**src/rtl/traffic_sensor_conditioner.sv**
```systemverilog
// traffic_sensor_conditioner
//   Turns the raw inductive-loop sensor into the registered demand flag that
//   feeds traffic_signal. The sensor is synchronized and debounced, and rising
//   edges of the filtered level are counted as vehicles over fixed windows.
//   Each window total drives a hysteresis demand flag. That flag only reaches
//   `traffic` while the controller shows YELLOW (or the illegal code 11), so
//   RED and GREEN phases always see one stable value.
//
// Parameters
//   DEBOUNCE  cycles a new synchronized level must persist (>=1)
//   WINDOW    observation window length in cycles (>=2)
//   HI_TH     window count at/above which demand asserts
//   LO_TH     window count at/below which demand deasserts
//   CW        vehicle counter width (saturating)
//
// Ports
//   clk        clock, rising edge
//   rst        synchronous active-high reset
//   sensor     raw asynchronous loop level, 1 = vehicle present
//   signal     light from traffic_signal: 00 RED, 01 YELLOW, 10 GREEN
//   traffic    registered demand flag
//   veh_count  saturated vehicle count of the last completed window
//   win_done   one-cycle pulse the cycle after a window closes
module traffic_sensor_conditioner #(
    parameter int DEBOUNCE = 3,
    parameter int WINDOW   = 64,
    parameter int HI_TH    = 4,
    parameter int LO_TH    = 2,
    parameter int CW       = 7
) (
    input  logic          clk,
    input  logic          rst,
    input  logic          sensor,
    input  logic [1:0]    signal,
    output logic          traffic,
    output logic [CW-1:0] veh_count,
    output logic          win_done
);

    localparam int DW = $clog2(DEBOUNCE + 1);
    localparam int WW = $clog2(WINDOW);

    localparam logic [DW-1:0] D_LAST = DW'(DEBOUNCE - 1);
    localparam logic [WW-1:0] W_LAST = WW'(WINDOW - 1);
    localparam logic [CW-1:0] HI     = CW'(HI_TH);
    localparam logic [CW-1:0] LO     = CW'(LO_TH);

    logic          s_meta;
    logic          s_sync;
    logic          db;
    logic          db_prev;
    logic [DW-1:0] dcnt;
    logic [WW-1:0] wcnt;
    logic [CW-1:0] acc;
    logic          demand;

    logic          veh;
    logic          win_last;
    logic [CW-1:0] total;

    // Event is combinational against the registered previous level, so it is
    // seen in the same cycle db first reads high. total includes that event
    // and never wraps past all-ones.
    always_comb begin
        veh      = db & ~db_prev;
        win_last = (wcnt == W_LAST);
        total    = (acc == '1) ? acc : acc + CW'(veh);
    end

    always_ff @(posedge clk) begin
        if (rst) begin
            s_meta    <= 1'b0;
            s_sync    <= 1'b0;
            db        <= 1'b0;
            db_prev   <= 1'b0;
            dcnt      <= '0;
            wcnt      <= '0;
            acc       <= '0;
            demand    <= 1'b0;
            traffic   <= 1'b0;
            veh_count <= '0;
            win_done  <= 1'b0;
        end else begin
            s_meta  <= sensor;
            s_sync  <= s_meta;
            db_prev <= db;

            if (s_sync == db) begin
                dcnt <= '0;
            end else if (dcnt == D_LAST) begin
                db   <= s_sync;
                dcnt <= '0;
            end else begin
                dcnt <= dcnt + 1'b1;
            end

            win_done <= win_last;
            if (win_last) begin
                wcnt      <= '0;
                acc       <= '0;
                veh_count <= total;
                if (total >= HI) begin
                    demand <= 1'b1;
                end else if (total <= LO) begin
                    demand <= 1'b0;
                end
            end else begin
                wcnt <= wcnt + 1'b1;
                acc  <= total;
            end

            // YELLOW (01) and the illegal 11 both pass demand through.
            if (signal[0]) begin
                traffic <= demand;
            end
        end
    end

endmodule

```
**config.mk**
```make
export PLATFORM = sky130hd
export DESIGN_NAME = traffic_sensor_conditioner
export DESIGN_NICKNAME = d
export VERILOG_FILES = /design/src/rtl/traffic_sensor_conditioner.sv
export SDC_FILE = /design/constraint.sdc
export NUM_CORES = 1
export LEC_CHECK = 0
export BUFFER_PORTS_ARGS = -buffer_cell sky130_fd_sc_hd__buf_2
export CAP_MARGIN = 20
export CELL_PAD_IN_SITES_DETAIL_PLACEMENT = 0
export CELL_PAD_IN_SITES_GLOBAL_PLACEMENT = 1
export CORE_MARGIN = 4
export CORE_UTILIZATION = 35
export DETAILED_ROUTE_END_ITERATION = 7
export PLACE_DENSITY = 0.75
export SLEW_MARGIN = 20
export SYNTH_ARGS = -nofsm -noshare
export SYNTH_HDL_FRONTEND = slang
export SYNTH_SLANG_ARGS = --single-unit
```
**constraint.sdc**
```tcl
create_clock -name clk -period 3.3 [get_ports clk]
set_clock_uncertainty 0.1 [all_clocks]
set_input_delay 0.66 -clock clk [delete_from_list [all_inputs] [get_ports clk]]
set_output_delay 0.66 -clock clk [all_outputs]
set_load 0.02 [all_outputs]
```
==> results of run 1 <==
sequential cells by signal, summed over array words and instances (netlist names):
signal     flops
acc            7
veh_count      7
wcnt           6
dcnt           2
db             1
db_prev        1
demand         1
s_meta         1
s_sync         1
traffic        1
win_done       1
stage by stage:
step	hold WS [ps]	cells	area (sq um)	setup slack (ps)	util (%)
after floorplan	291.2	120	1177	1604	-
after global placement	298.5	173	1270	1493	40.60
after detailed placement	308.1	173	1270	1490	40.60
after CTS	320.4	181	1321	1472	42.24
after global routing	353.6	181	1321	1386	42.24
final	319.1	181	1321	1469	42.24
metal layers:
metal / global-route usage [%] / up-vias
met5: 0 / -
met4: 4.569 / 0
met3: 5.782 / 10
met2: 17.77 / 25
met1: 11.72 / 399
li1: - / 444
logic make-up (layout without fill, tap and decap cells):
family          after synthesis  after routing  synth area share (%)
simple gates                 58             58                 25.19
flops                        29             29                 49.31
compound gates               14             14                 10.95
xor+xnor                      7              7                 5.207
buf+inv                       5             22                 2.551
fa+ha+maj                     4              4                 4.251
mux                           3              3                 2.551
Yosys cell counts (all sizes together):
cell,n,share of area (%)
dfxtp,29,49
nor2,26,9.1
nand3,7,3.0
nand2,6,1.9
xnor2,6,4.5
a211oi,5,5.3
and3,5,2.7
ha,4,4.3
nor2b,4,2.1
a21oi,3,1.6
and4,3,2.7
mux2i,3,2.6
a21o,2,1.3
and2,2,1.1
buf,2,1.6
inv,2,0.64
nand4,2,1.1
o311ai,2,1.5
a22oi,1,0.64
clkbuf,1,0.32
nand2b,1,0.53
o211ai,1,0.64
or2,1,0.53
or3,1,0.53
xor2,1,0.74
worst reg2reg max path, cell delays in order (launching register included):
cell,delay [ps]
dfxtp_1,340
nor2b_1,140
ha_1,210
ha_1,250
or2_2,310
nand2b_1,150
o211ai_1,90
o311ai_1,120
path summary, 6_finish.rpt:
path	slack, ps	from	cells past startpoint	endpoint
worst max-delay path	1470	db	7	demand
worst min-delay path	320	dcnt[0]	1	dcnt[0]
worst max register to register	1470	db	7	demand
worst min register to register	320	dcnt[0]	1	dcnt[0]
layout make-up:
class,instances,area (sq um)
multi-input combinational,86,566.8
inverter,2,7.507
timing repair buffer,12,60.06
clock buffer,6,41.29
fill,323,1807
tap,44,55.05
clock inverter,2,10.01
sequential,29,580.6
power by group through the flow:
stage | Clock, uW | Combinational (uW) | Sequential, uW
final | 196 | 14.9 | 357
after global routing | 223 | 17.5 | 358
after CTS | 203 | 15.3 | 357
after detailed placement | 0 | 15.0 | 365
after global placement | 0 | 14.9 | 365
after floorplan | 0 | 9.70 | 364
==> run_results.csv, run 1 <==
group,metric,value,unit
run_status,status,"finished clean",
power,p_leak,0.0005606,uW
die,dieArea,4356,sq um
clocking,cts_sinks,29,
placed_design,hpwl,1495,um
synth,synth-seq-area-share,49.31,%
synth,syn_area_per_cell,9.811,sq um
grt,grt_remaining_overflow,0,
timing,fin_crit_sh,55.50,%
grt,antenna_found_initial,0,
clocking,post_cts_buffers,0,
die,chipHeight,66,um
timing,hold_viol_final,0,
grt,grt_pass1_wl,3470,um
timing,setup_violations,0,
synth,yosys_warnings,0,
die,core_area,3128,sq um
setup_path,worstPathCellList,"nor2b_1 -> ha_1 -> ha_1 -> or2_2 -> nand2b_1 -> o211ai_1 -> o311ai_1",
placed_design,io_buffers,12,
grt,grt_max_degree,18,
finish,nNetsFinal,145,
detailed_routing,drcViolationCount,0,
clocking,clockBufferDepth,2,
timing,worstMarginPinSlew,538.7,ps
setup_path,crit_family,"simple AND/OR/NAND/NOR gates",
detailed_routing,firstDrtPassIters,5,
detailed_routing,top_layer_used,"met4",
finish,area_growth,12.22,%
synth,netlist_instances,120,
clocking,cts_buffers,5,
finish,drive_gt1_share,23.36,%
synth,netlist_area,1177,sq um
timing,fmax,0.5460,GHz
power,pwr-share-seq,62.9,%
setup_path,cpMaxStageDelayCell,"dfxtp_1",
setup_path,path_class,"flop to flop",
placed_design,gp_congestion,0.8225,
power,internal-power,441.0,uW
grt,grt_pass1_vias,831,
power,swShare,22.26,%
die,pin_count,14,
detailed_routing,drt-met1-wl,894,um
synth,ys_types,29,
timing,grt_setup_unrepaired,"no",
detailed_routing,viasPerCell,4.851,
detailed_routing,via_count,878,
setup_path,cp_data_required_time,3390,ps
setup_path,path_buf_inv,0,
flow_run,drv_cap,0,
power,power_density,429.3,nW/um^2
grt,grtUsageTotal,10.89,%
setup_path,start_kind,"flop",
timing,final.setup.tns,0,ps
power,vdd_ir_drop_max,234.6,uV
synth,syn-num-nets,129,
detailed_routing,avgRoutedWirePerCell,11.06,um
setup_path,max_stage_delay,340,ps
detailed_routing,drtIter0Drc,24,
clocking,clock_latency,320,ps
detailed_routing,met2_length,946,um
power,pwr-share-comb,2.6,%
finish,final_cell_mix,"dfxtp_1 (29), nor2_1 (22), buf_2 (12), nand3_1 (7)",
clocking,cts_root_buffer,"clkbuf_4",
detailed_routing,drtAntennaViolNets,0,
setup_path,worstPathMaxFanout,5,
setup_path,end_kind,"flop",
clocking,holdBufCountCts,0,
min_path,hp-class,"flop to flop",
clocking,cts_resized,0,
setup_path,crit_top_cell,"ha_1",
power,power,567.3,uW
die,num_rows,20,
clocking,cts_max_level,2,
clocking,cts_tree,"yes",
clocking,clk_pin_slew,90,ps
setup_path,cp.arrival,1920,ps
die,initial_core_util,37.64,%
timing,slew_headroom,64.09,%
power,p_clk_share,34.5,%
timing,period_minus_slack,1831,ps
finish,antenna_cells,0,
die,die_w,66,um
power,switchingPower,126.3,uW
timing,slew_violations,0,
synth,postSynthRegisterBits,29,
detailed_routing,drt-total-wl,2002,um
detailed_routing,dr_wl_met3,118,um
finish,final_common_cell,"dfxtp_1",
No activity file was read; power rests on OpenSTA's default activity.
==> run 2: changes to the inputs <==
--- a/config.mk
+++ b/config.mk
@@ -12,7 +12,7 @@
 export CORE_MARGIN = 4
 export CORE_UTILIZATION = 35
 export DETAILED_ROUTE_END_ITERATION = 7
-export PLACE_DENSITY = 0.75
+export PLACE_DENSITY = 0.78
 export SLEW_MARGIN = 20
 export SYNTH_ARGS = -nofsm -noshare
 export SYNTH_HDL_FRONTEND = slang
==> constraint.sdc (replaced) <==
create_clock -name clk -period 1.66 [get_ports clk]
set_clock_uncertainty 0.1 [all_clocks]
set_input_delay 0.332 -clock clk [delete_from_list [all_inputs] [get_ports clk]]
set_output_delay 0.332 -clock clk [all_outputs]
set_load 0.02 [all_outputs]
==> run_results.csv, run 2 (synthesized netlist as in run 1, its figures left out) <==
group,metric,value,unit
grt,grt_remaining_overflow,0,
finish,drive_gt1_share,36.00,%
die,chipHeight,66,um
finish,nNetsFinal,158,
timing,fmax,0.6288,GHz
flow_run,drv_cap,0,
power,swShare,21.62,%
setup_path,start_kind,"flop",
detailed_routing,avgRoutedWirePerCell,11.40,um
power,vdd_ir_drop_max,451.7,uV
detailed_routing,via_count,920,
power,internal-power,965.5,uW
clocking,clock_latency,330,ps
detailed_routing,drcViolationCount,0,
finish,fill_cells,307,
grt,gr-usage-met2,20.78,%
timing,setup_violations,0,
placed_design,gp_congestion,0.8568,
clocking,cts_tree,"yes",
die,initial_core_util,37.64,%
grt,grt_pass1_wl,3850,um
grt,grt_max_degree,13,
die,num_rows,20,
clocking,clk_pin_slew,90,ps
clocking,cts_buffers,5,
detailed_routing,drtIter0Drc,6,
die,pin_count,14,
placed_design,place_area,1370,sq um
setup_path,reg2reg_depth,7,
min_path,whs_path_depth,2,
grt,grtUsageMet3,4.592,%
die,die_w,66,um
detailed_routing,viasPerCell,4.742,
finish,stdcell_area,1516,sq um
power,switchingPower,266.3,uW
setup_path,cp.arrival,1700,ps
detailed_routing,drt-total-wl,2212,um
timing,fin_crit_sh,95.80,%
power,pwr-share-comb,2.9,%
setup_path,end_kind,"flop",
setup_path,cp_data_required_time,1770,ps
timing,worstMarginPinSlew,237.2,ps
detailed_routing,firstDrtPassIters,4,
finish,biggestRegsByFlops,"acc x7, veh_count x7, wcnt x6",
clocking,cts_sinks,29,
clocking,cts_root_buffer,"clkbuf_4",
finish,area_growth,28.80,%
power,p_clk_share,39.5,%
power,pwr-share-seq,57.6,%
finish,final_common_cell,"dfxtp_1",
timing,period_minus_slack,1590,ps
finish,final_cell_mix,"dfxtp_1 (28), nor2_1 (22), buf_2 (12), buf_4 (12)",
timing,slew_headroom,83.94,%
timing,final.setup.tns,0,ps
placed_design,io_buffers,12,
grt,met1_usage,12.19,%
die,core_area,3128,sq um
grt,busiest_layer,"met2",
clocking,cts_max_level,2,
detailed_routing,drtAntennaViolNets,0,
clocking,clockBufferDepth,2,
min_path,hp-class,"primary input to flop",
grt,antenna_found_initial,0,
power,power,1232,uW
die,dieArea,4356,sq um
grt,grt_pass1_vias,916,
timing,hold_viol_final,0,
power,p_leak,0.0006312,uW
finish,antenna_cells,0,
placed_design,hpwl,1622,um
setup_path,worstPathMaxFanout,3,
timing,slew_violations,0,
grt,grtUsageTotal,11.77,%
setup_path,path_class,"flop to flop",
power,power_density,812.3,nW/um^2
run_status,status,"finished clean",
-- run 2: final cells by class --
type | count | area, sq um | share of cell area [%]
inverter | 2 | 7.507 | 0.4951
multi-input combinational | 86 | 631.9 | 41.67
tap | 44 | 55.05 | 3.630
clock inverter | 1 | 5.005 | 0.3300
sequential | 29 | 581.8 | 38.37
timing repair buffer | 25 | 170.2 | 11.22
clock buffer | 7 | 65.06 | 4.290
-- run 2: power by group through the flow --
stage / clock network [uW] / registers (uW) / logic (uW)
after detailed placement: 0 / 725 / 36.0
final: 486 / 709 / 36.2
after global routing: 542 / 711 / 42.1
after floorplan: 0 / 724 / 19.3
after global placement: 0 / 725 / 35.0
after CTS: 503 / 709 / 36.7
-- run 2: final timing paths --
path	startpoint	endpoint	slack [ps]
worst min-delay path	sensor	s_meta	120
worst min register to register	dcnt[0]	dcnt[0]	310
worst max register to register	db	demand	70
worst max-delay path	db	demand	70
-- run 2: routing by layer --
layer  vias up  wire (um)
li1        471          -
met1       430        979
met4         0         31
met5         -          0
met3         5         88
met2        14       1113
-- run 2: metrics by stage --
step                      instances  hold slack [ps]  setup slack, ps  util (%)
after floorplan                 120            291.2            23.62         -
after global placement          184            298.1            11.92     43.80
after detailed placement        184            305.2           -16.69     43.80
after CTS                       192            109.0            19.74     46.96
after global routing            194            123.9           -30.79     48.48
final                           194            115.6            69.76     48.48
-- run 2: timing repair --
item,4_1_cts,5_1_grt
gates resized for setup,6,5
setup buffers,0,2
setup endpoints to repair,1,6
hold buffers,0,0
pin swaps,2,5
-- run 2: critical path: stages, from the launching register on --
cell and delay (ps):
dfxtp_2 340, nor2b_4 150, ha_4 150, buf_4 100, and3_1 180, nand4_1 140
a22oi_1 190, o311ai_1 100
